### src/rtl/gbm_pkg.sv
// Shared types and defaults for grant_bus_mux: FSM state encoding, default sizes
// and the index-width helper.
package gbm_pkg;

    typedef enum logic [1:0] {
        GBM_IDLE,
        GBM_XFER,
        GBM_RELEASE
    } gbm_state_e;

    localparam int GBM_N_REQ     = 4;
    localparam int GBM_DATA_W    = 8;
    localparam int GBM_MAX_BEATS = 16;

    // Never returns 0, so a single requester still gets a 1-bit index.
    function automatic int gbm_idx_w(input int n);
        return (n > 1) ? $clog2(n) : 1;
    endfunction

endpackage

### src/rtl/gbm_onehot_idx.sv
// Lowest-set-bit encoder: turns the arbiter grant vector into an owner index.
// vld_o reports whether any bit was set.
module gbm_onehot_idx
    import gbm_pkg::*;
#(
    parameter  int N_REQ = GBM_N_REQ,
    localparam int IDX_W = gbm_idx_w(N_REQ)
) (
    input  logic [N_REQ-1:0] vec_i,
    output logic [IDX_W-1:0] idx_o,
    output logic             vld_o
);

    // Scan from the top so the lowest set bit is the last to write idx_o.
    always_comb begin
        idx_o = '0;
        vld_o = 1'b0;
        for (int i = N_REQ - 1; i >= 0; i--) begin
            if (vec_i[i]) begin
                idx_o = IDX_W'(i);
                vld_o = 1'b1;
            end
        end
    end

endmodule

### src/rtl/grant_bus_mux.sv
// grant_bus_mux: locks onto the granted requester and steers its packet onto one shared bus.
// Optional burst truncation at MAX_BEATS is enabled by defining GBM_TRUNC_EN.
module grant_bus_mux
    import gbm_pkg::*;
#(
    parameter  int N_REQ     = GBM_N_REQ,
    parameter  int DATA_W    = GBM_DATA_W,
    parameter  int MAX_BEATS = GBM_MAX_BEATS,
    localparam int IDX_W     = gbm_idx_w(N_REQ)
) (
    input  logic                    clk,
    input  logic                    rst,
    input  logic [N_REQ-1:0]        gnt,
    input  logic [N_REQ-1:0]        in_valid,
    input  logic [N_REQ*DATA_W-1:0] in_data,
    input  logic [N_REQ-1:0]        in_last,
    output logic [N_REQ-1:0]        in_ready,
    output logic                    out_valid,
    output logic [DATA_W-1:0]       out_data,
    output logic                    out_last,
    input  logic                    out_ready,
    output logic [IDX_W-1:0]        owner,
    output logic                    busy,
    output logic                    done,
    output logic                    trunc
);

    if (MAX_BEATS < 2) begin : g_bad_max_beats
        $error("grant_bus_mux: MAX_BEATS must be at least 2");
    end

    gbm_state_e       state_q;
    logic [IDX_W-1:0] owner_q;
    logic [IDX_W-1:0] gnt_idx;
    logic             gnt_vld;
    logic             xfer;
    logic             accept;
    logic             force_last;

    gbm_onehot_idx #(.N_REQ(N_REQ)) u_gnt_idx (
        .vec_i (gnt),
        .idx_o (gnt_idx),
        .vld_o (gnt_vld)
    );

    assign xfer      = (state_q == GBM_XFER);
    assign busy      = xfer;
    assign done      = (state_q == GBM_RELEASE);
    assign owner     = owner_q;
    assign out_valid = xfer & in_valid[owner_q];
    assign out_last  = xfer & (in_last[owner_q] | force_last);
    assign out_data  = xfer ? in_data[owner_q*DATA_W +: DATA_W] : '0;
    assign accept    = out_valid & out_ready;

    // Only the owner ever sees ready; the bus holds no beat of its own.
    always_comb begin
        in_ready = '0;
        if (xfer) begin
            in_ready[owner_q] = out_ready;
        end
    end

    always_ff @(posedge clk or negedge rst) begin
        if (!rst) begin
            state_q <= GBM_IDLE;
            owner_q <= '0;
        end else begin
            case (state_q)
                GBM_IDLE: begin
                    if (gnt_vld) begin
                        owner_q <= gnt_idx;
                        state_q <= GBM_XFER;
                    end
                end
                GBM_XFER: begin
                    if (accept && out_last) begin
                        state_q <= GBM_RELEASE;
                    end
                end
                GBM_RELEASE: state_q <= GBM_IDLE;
                default:     state_q <= GBM_IDLE;
            endcase
        end
    end

`ifdef GBM_TRUNC_EN
    localparam int             CNT_W   = gbm_idx_w(MAX_BEATS);
    localparam logic [CNT_W-1:0] CNT_MAX = CNT_W'(MAX_BEATS - 1);

    logic [CNT_W-1:0] beat_cnt_q, beat_cnt_d;
    logic             trunc_q, trunc_d;

    assign force_last = xfer && (beat_cnt_q == CNT_MAX);

    // trunc_q remembers that the ending beat carried no in_last of its own.
    always_comb begin
        beat_cnt_d = beat_cnt_q;
        trunc_d    = trunc_q;
        if (state_q == GBM_IDLE && gnt_vld) begin
            beat_cnt_d = '0;
            trunc_d    = 1'b0;
        end else if (accept) begin
            if (beat_cnt_q != CNT_MAX) begin
                beat_cnt_d = beat_cnt_q + CNT_W'(1);
            end
            if (out_last) begin
                trunc_d = force_last & ~in_last[owner_q];
            end
        end
    end

    always_ff @(posedge clk or negedge rst) begin
        if (!rst) begin
            beat_cnt_q <= '0;
            trunc_q    <= 1'b0;
        end else begin
            beat_cnt_q <= beat_cnt_d;
            trunc_q    <= trunc_d;
        end
    end

    assign trunc = done & trunc_q;
`else
    assign force_last = 1'b0;
    assign trunc      = 1'b0;
`endif

endmodule

### config.mk
export PLATFORM = sky130hd
export DESIGN_NAME = grant_bus_mux
export DESIGN_NICKNAME = d
export VERILOG_FILES = /design/src/rtl/gbm_pkg.sv /design/src/rtl/gbm_onehot_idx.sv /design/src/rtl/grant_bus_mux.sv
export SDC_FILE = /design/constraint.sdc
export NUM_CORES = 1
export LEC_CHECK = 0
export ABC_CLOCK_PERIOD_IN_PS = 1800
export BUFFER_PORTS_ARGS = -buffer_cell sky130_fd_sc_hd__buf_2
export CORE_MARGIN = 1
export CORE_UTILIZATION = 32
export CTS_CLUSTER_DIAMETER = 100
export DETAILED_ROUTE_END_ITERATION = 7
export HOLD_SLACK_MARGIN = 0.12
export PLACE_DENSITY = 0.78
export SETUP_SLACK_MARGIN = 0.3
export SLEW_MARGIN = 0
export SYNTH_ARGS = -nofsm -noshare
export SYNTH_HDL_FRONTEND = slang
export SYNTH_SLANG_ARGS = --single-unit
### constraint.sdc
create_clock -name clk -period 1.8 [get_ports clk]
set_input_delay 0.45 -clock clk [delete_from_list [all_inputs] [get_ports clk]]
set_output_delay 0.45 -clock clk [all_outputs]
set_load 0.1 [all_outputs]
==> results of run 1 <==
## cell families (layout without fill, tap and decap cells)
kind of cell | after synthesis | in the layout
other cells | 1 | 1
simple gates | 27 | 27
compound gates | 4 | 4
mux | 10 | 10
buf+inv | 5 | 88
flops | 4 | 4
## routing by layer
metal  share of wire (%)  up-vias  track usage (%)
met3                  10       24             16.3
met1                  33      450             43.9
met2                  51       77             66.0
met4                 5.9        0             22.4
met5                   0        -                0
li1                    -      360                -
## registers in the layout, summed over array words and instances (netlist names)
register	count
owner	2
state_q	2
## through the flow
stage                     area (µm²)  utilization, %
after floorplan                  649               -
after global placement          1230            78.3
after detailed placement        1230            78.3
after CTS                       1430            90.9
after global routing            1460            92.6
final                           1460            92.6
## tightest hold or removal path, cell delays in order
cell and delay [ps]:
buf_2 90, nand2_1 40, o221a_2 120
## cell usage after synthesis
master,n
and2_1,10
mux4_2,8
dfrtp_1,4
a21oi_1,3
nand2_1,3
nor2_1,3
and4_1,2
buf_6,2
mux4_1,2
nor2b_1,2
nor3_1,2
nor3b_1,2
or2_2,2
buf_2,1
buf_4,1
clkbuf_1,1
conb_1,1
nor3_2,1
o221a_2,1
## worst max path at each step
stage / endpoint / cells past startpoint
2_1_floorplan: in_ready[1] / 3
3_3_place_gp: out_data[7] / 3
3_5_place_dp: out_data[0] / 3
4_1_cts: out_data[1] / 4
5_1_grt: out_valid / 4
6_report: out_valid / 4
## what timing repair did
| action | CTS | global route |
|---|---|---|
| pin swaps | 14 | 3 |
| hold endpoints to repair | 4 | 0 |
| gates resized for setup | 22 | 4 |
| setup buffers | 11 | 2 |
| setup endpoints to repair | 19 | 21 |
| hold buffers | 1 | 0 |
## cell type report
class | instances | area [µm²] | share of cell area [%]
multi-input cells | 42 | 502 | 34.4
well taps | 16 | 20.0 | 1.37
clock buffers | 3 | 22.5 | 1.54
flip-flops and latches | 4 | 108 | 7.37
repair buffers | 85 | 808 | 55.4
## cells in the final DEF, fill, tap and decap left out, drive strengths merged
cell,count
conb,1
nor3,3
or2,2
clkbuf,3
and4,2
buf,84
nor2,3
and2,10
o221a,1
nor3b,2
mux4,10
nand2,3
a21oi,3
nor2b,2
dfrtp,4
dlygate4sd3,1
==> flow_summary.toml, run 1 <==
[run_status]
outcome = "finished with violations"
violations = "design-rule violations, negative setup slack"

[logic_synthesis]
yosysTopAreaCellShare_pct = 31.9
yosysWarningCount = 0
synth_area_um2 = 564
synthAdderAreaFrac_pct = 0
yosysSeqAreaShare_pct = 17.7
synthSimpleGateAreaFrac_pct = 28.8
post-synth-top-area-cell = "mux4_2"
synth_xor_area_share_pct = 0
synth_nets = 98
syn_inst = 51
synth_cell_type_count = 19
synthMuxAreaShare_pct = 41.2
synth_compound_area_share_pct = 4.66
synth_area_per_cell_um2 = 11.1
synth_top_family_by_area = "multiplexers"
synthTopCellsByArea = "mux4_2 (32%), dfrtp_1 (18%), and2_1 (11%)"
synth.ff_latch_count = 4

[clocking]
clk_latency_ps = 260
cts_buffer_depth = 2
cts_tree = "done"
cts_root_buf = "clkbuf_4"
cts_inserted_buffers = 3
cts_max_level = 1
clkTransAtPathRegs_ps = 50
cts.sinks = 4

[floorplanning]
start_util_pct = 35.8
std_cell_rows = 14
pin_count = 66
core_area_mm2 = 0.00158
die_y_um = 44.0
die-area_mm2 = 0.00194
die_w_um = 44.0

[place]
portBuffers = 64
hpwl_mm = 1.96
dp.cells = 133
gp_congestion = 0.697
dp_slack_ps = -103

[final_layout]
nFillCells = 58
num-nets-final = 183
drive_above_1_share_pct = 91.0
diodes = 0
syn2layout_area_growth_pct = 159
finalNonFillerCells = 150

[setup_path]
cp-end-kind = "primary output"
cp_top_family = "flip-flops"
reg2reg_depth = 7
cp_slowest_cell = "dfrtp_4"
reg2reg_slack_ps = -110
r2r-end = "state_q[0]"
max_stage_delay_ps = 500
crit_buf_inv = 2
crit_arrival_ps = 1700
crit_start = "owner[0]"
cp.required_ps = 1350
cp_max_fo = 3
timing.rr.start = "owner[0]"
path_class = "flop to primary output"
path_cells = "buf_6, mux4_2, and2_4, buf_12"
cp-start-kind = "flop"

[drt]
ant_nets = 0
drt-pass1-iter-count = 8
route.detailed.drc = 7
drt-vias-per-instance = 6.07
wire_per_inst_um = 24.3
vias = 911
drt_wl_total_mm = 3.65
dr.first_iter.drc_count = 27

[global_route]
gr-usage-all-layers_pct = 40.2
grt_remaining_overflow = 0
grt_max_degree = 17
antenna_found_initial = 0
grt_pass1_vias = 957
grt_pass1_wl_mm = 5.18

[min_path]
whs_path_depth = 3
hold_start = "gnt[0]"
min_path_type = "primary input to flop"
min_to = "owner[0]"

[timing]
fmax_ghz = 0.465
rsz0062_at_grt = "true"
timing.final.max_slew_violations = 0
skew_ps = 9.85
setup_violations = 15
postLayoutSetupSlackWorst_ps = -353
hold_violations = 0
fin_setup_tns_ps = -4150
min_period_over_period_pct = 120
whs_ps = 471
min_period_ps = 2150

[flow_run]
cap_violations = 0
Power of run 1 is left out: the tool's default activity adds up to more than one toggle a clock period on the data nets, which glitch-free logic cannot reach.
==> run 2, diff against run 1 <==
- SETUP_SLACK_MARGIN: 0.3 -> 0.05
==> run 2 against run 1 <==
- the flow still finishes with violations (design-rule violations, negative setup slack)
- design area fell by 8.5%
- sequential cell count did not move
- die area did not move
- wire length fell by 25%
- core utilization fell by 7.9 points
- register-to-register slack improved by 260 ps
- clock skew fell by 0.76 ps
- clock-buffer cell count did not move
- first-iteration DRC count fell by 37%
- fmax rose by 1.1%
==> flow_summary.toml, run 2 (synthesis results as in run 1) <==
[global_route]
grt_remaining_overflow = 0
grt_pass1_vias = 750
grt_max_degree = 17
grt_pass1_wl_mm = 3.75
antenna_found_initial = 0
gr-usage-all-layers_pct = 27.5

[place]
portBuffers = 64
dp.cells = 133
hpwl_mm = 2.06
gp_congestion = 0.722

[drt]
drt_wl_total_mm = 2.75
route.detailed.drc = 8
vias = 778
wire_per_inst_um = 19.2
ant_nets = 0
drt-pass1-iter-count = 6
drt-vias-per-instance = 5.44
dr.first_iter.drc_count = 17

[setup_path]
reg2reg_depth = 5
cp_max_fo = 7
cp.required_ps = 1350
cp_top_family = "multiplexers"
reg2reg_slack_ps = 150
crit_buf_inv = 2
path_cells = "buf_6, mux4_2, and2_4, buf_12"
max_stage_delay_ps = 520
cp_slowest_cell = "mux4_2"
timing.rr.start = "owner[0]"
r2r-end = "state_q[0]"
path_class = "flop to primary output"
crit_arrival_ps = 1680
cp-end-kind = "primary output"
cp-start-kind = "flop"

[clocking]
clk_latency_ps = 240
cts_inserted_buffers = 3
cts_root_buf = "clkbuf_4"
cts_buffer_depth = 2
cts_tree = "done"
cts.sinks = 4
cts_max_level = 1
clkTransAtPathRegs_ps = 40

[floorplanning]
die-area_mm2 = 0.00194
start_util_pct = 35.8
die_w_um = 44.0
pin_count = 66
std_cell_rows = 14
core_area_mm2 = 0.00158
die_y_um = 44.0

[final_layout]
seq_area_um2 = 108
multi_input_area_um2 = 490
nFillCells = 74
finalNonFillerCells = 143
layout.cells.most_common_list = "buf_2 (46), buf_12 (16), and2_4 (10)"
drive_above_1_share_pct = 88.2
final_common_cell = "buf_2"
num-nets-final = 176
diodes = 0
syn2layout_area_growth_pct = 137

[run_status]
outcome = "finished with violations"
violations = "design-rule violations, negative setup slack"

[timing]
setup_violations = 14
skew_ps = 9.09
postLayoutSetupSlackWorst_ps = -329
hold_violations = 0
fmax_ghz = 0.470
timing.final.max_slew_violations = 0
min_period_over_period_pct = 118
min_period_ps = 2130
rsz0062_at_grt = "true"

[min_path]
min_path_type = "primary input to flop"
whs_path_depth = 3
min_to = "owner[1]"
hold_start = "gnt[1]"

[flow_run]
cap_violations = 0
run 2: cell types whose count changed in the layout (fill, tap and decap cells not counted), sizes merged:
cell    previous run  this run
clkbuf             3         5
buf               84        75
run 2: worst reg2reg max path, delay by kind of cell, from the launching register on:
family	cells	cell delay, ps
flip-flops	1	480
multiplexers	1	520
buffers and inverters	2	290
AND/OR/NAND/NOR	2	290
run 2: cell type report:
| cell class | instances | share of cell area, % |
|---|---|---|
| timing repair buffer | 78 | 52.1 |
| multi-input combinational | 42 | 36.7 |
| sequential | 4 | 8.05 |
| clock buffer | 3 | 1.69 |
| tap | 16 | 1.50 |
run 2: layer usage:
layer,track usage [%],part of all wire [%],up-vias
li1,-,-,348
met1,29.2,32,362
met2,49.6,54,54
met3,7.08,9.5,14
met4,13.9,4.7,0
met5,0,0,-
run 2: worst max-delay path by stage:
stage / startpoint / end / slack [ps] / cells after the start
2_1_floorplan: owner[0] / in_ready[1] / -450 / 3
3_3_place_gp: owner[0] / out_data[7] / -100 / 3
3_5_place_dp: owner[0] / out_data[0] / -160 / 3
4_1_cts: owner[0] / out_data[2] / -340 / 4
5_1_grt: owner[0] / out_last / -390 / 4
6_report: owner[0] / out_last / -330 / 4
run 2: timing repair:
| item | in CTS | in global routing |
|---|---|---|
| setup endpoints to repair | 14 | 17 |
| hold buffers | 1 | 0 |
| hold endpoints to repair | 4 | 0 |
| gates cloned | 0 | 0 |
| gates resized for setup | 6 | 7 |
| buffers inserted | 5 | 1 |
| pin swaps | 10 | 2 |
run 2: stage by stage:
step	instance area [µm²]	setup TNS, ps	hold WS (ps)	worst slack, ps	utilization (%)
finish	1340	-3710	496	-329	84.8
global route	1340	-4520	502	-390	84.8
CTS	1320	-3900	495	-343	83.6
detailed placement	1230	-955	258	-163	77.9
global placement	1230	-571	254	-95.7	77.9
floorplan	644	-4170	154	-447	-
Power of run 2 is left out for the same reason.
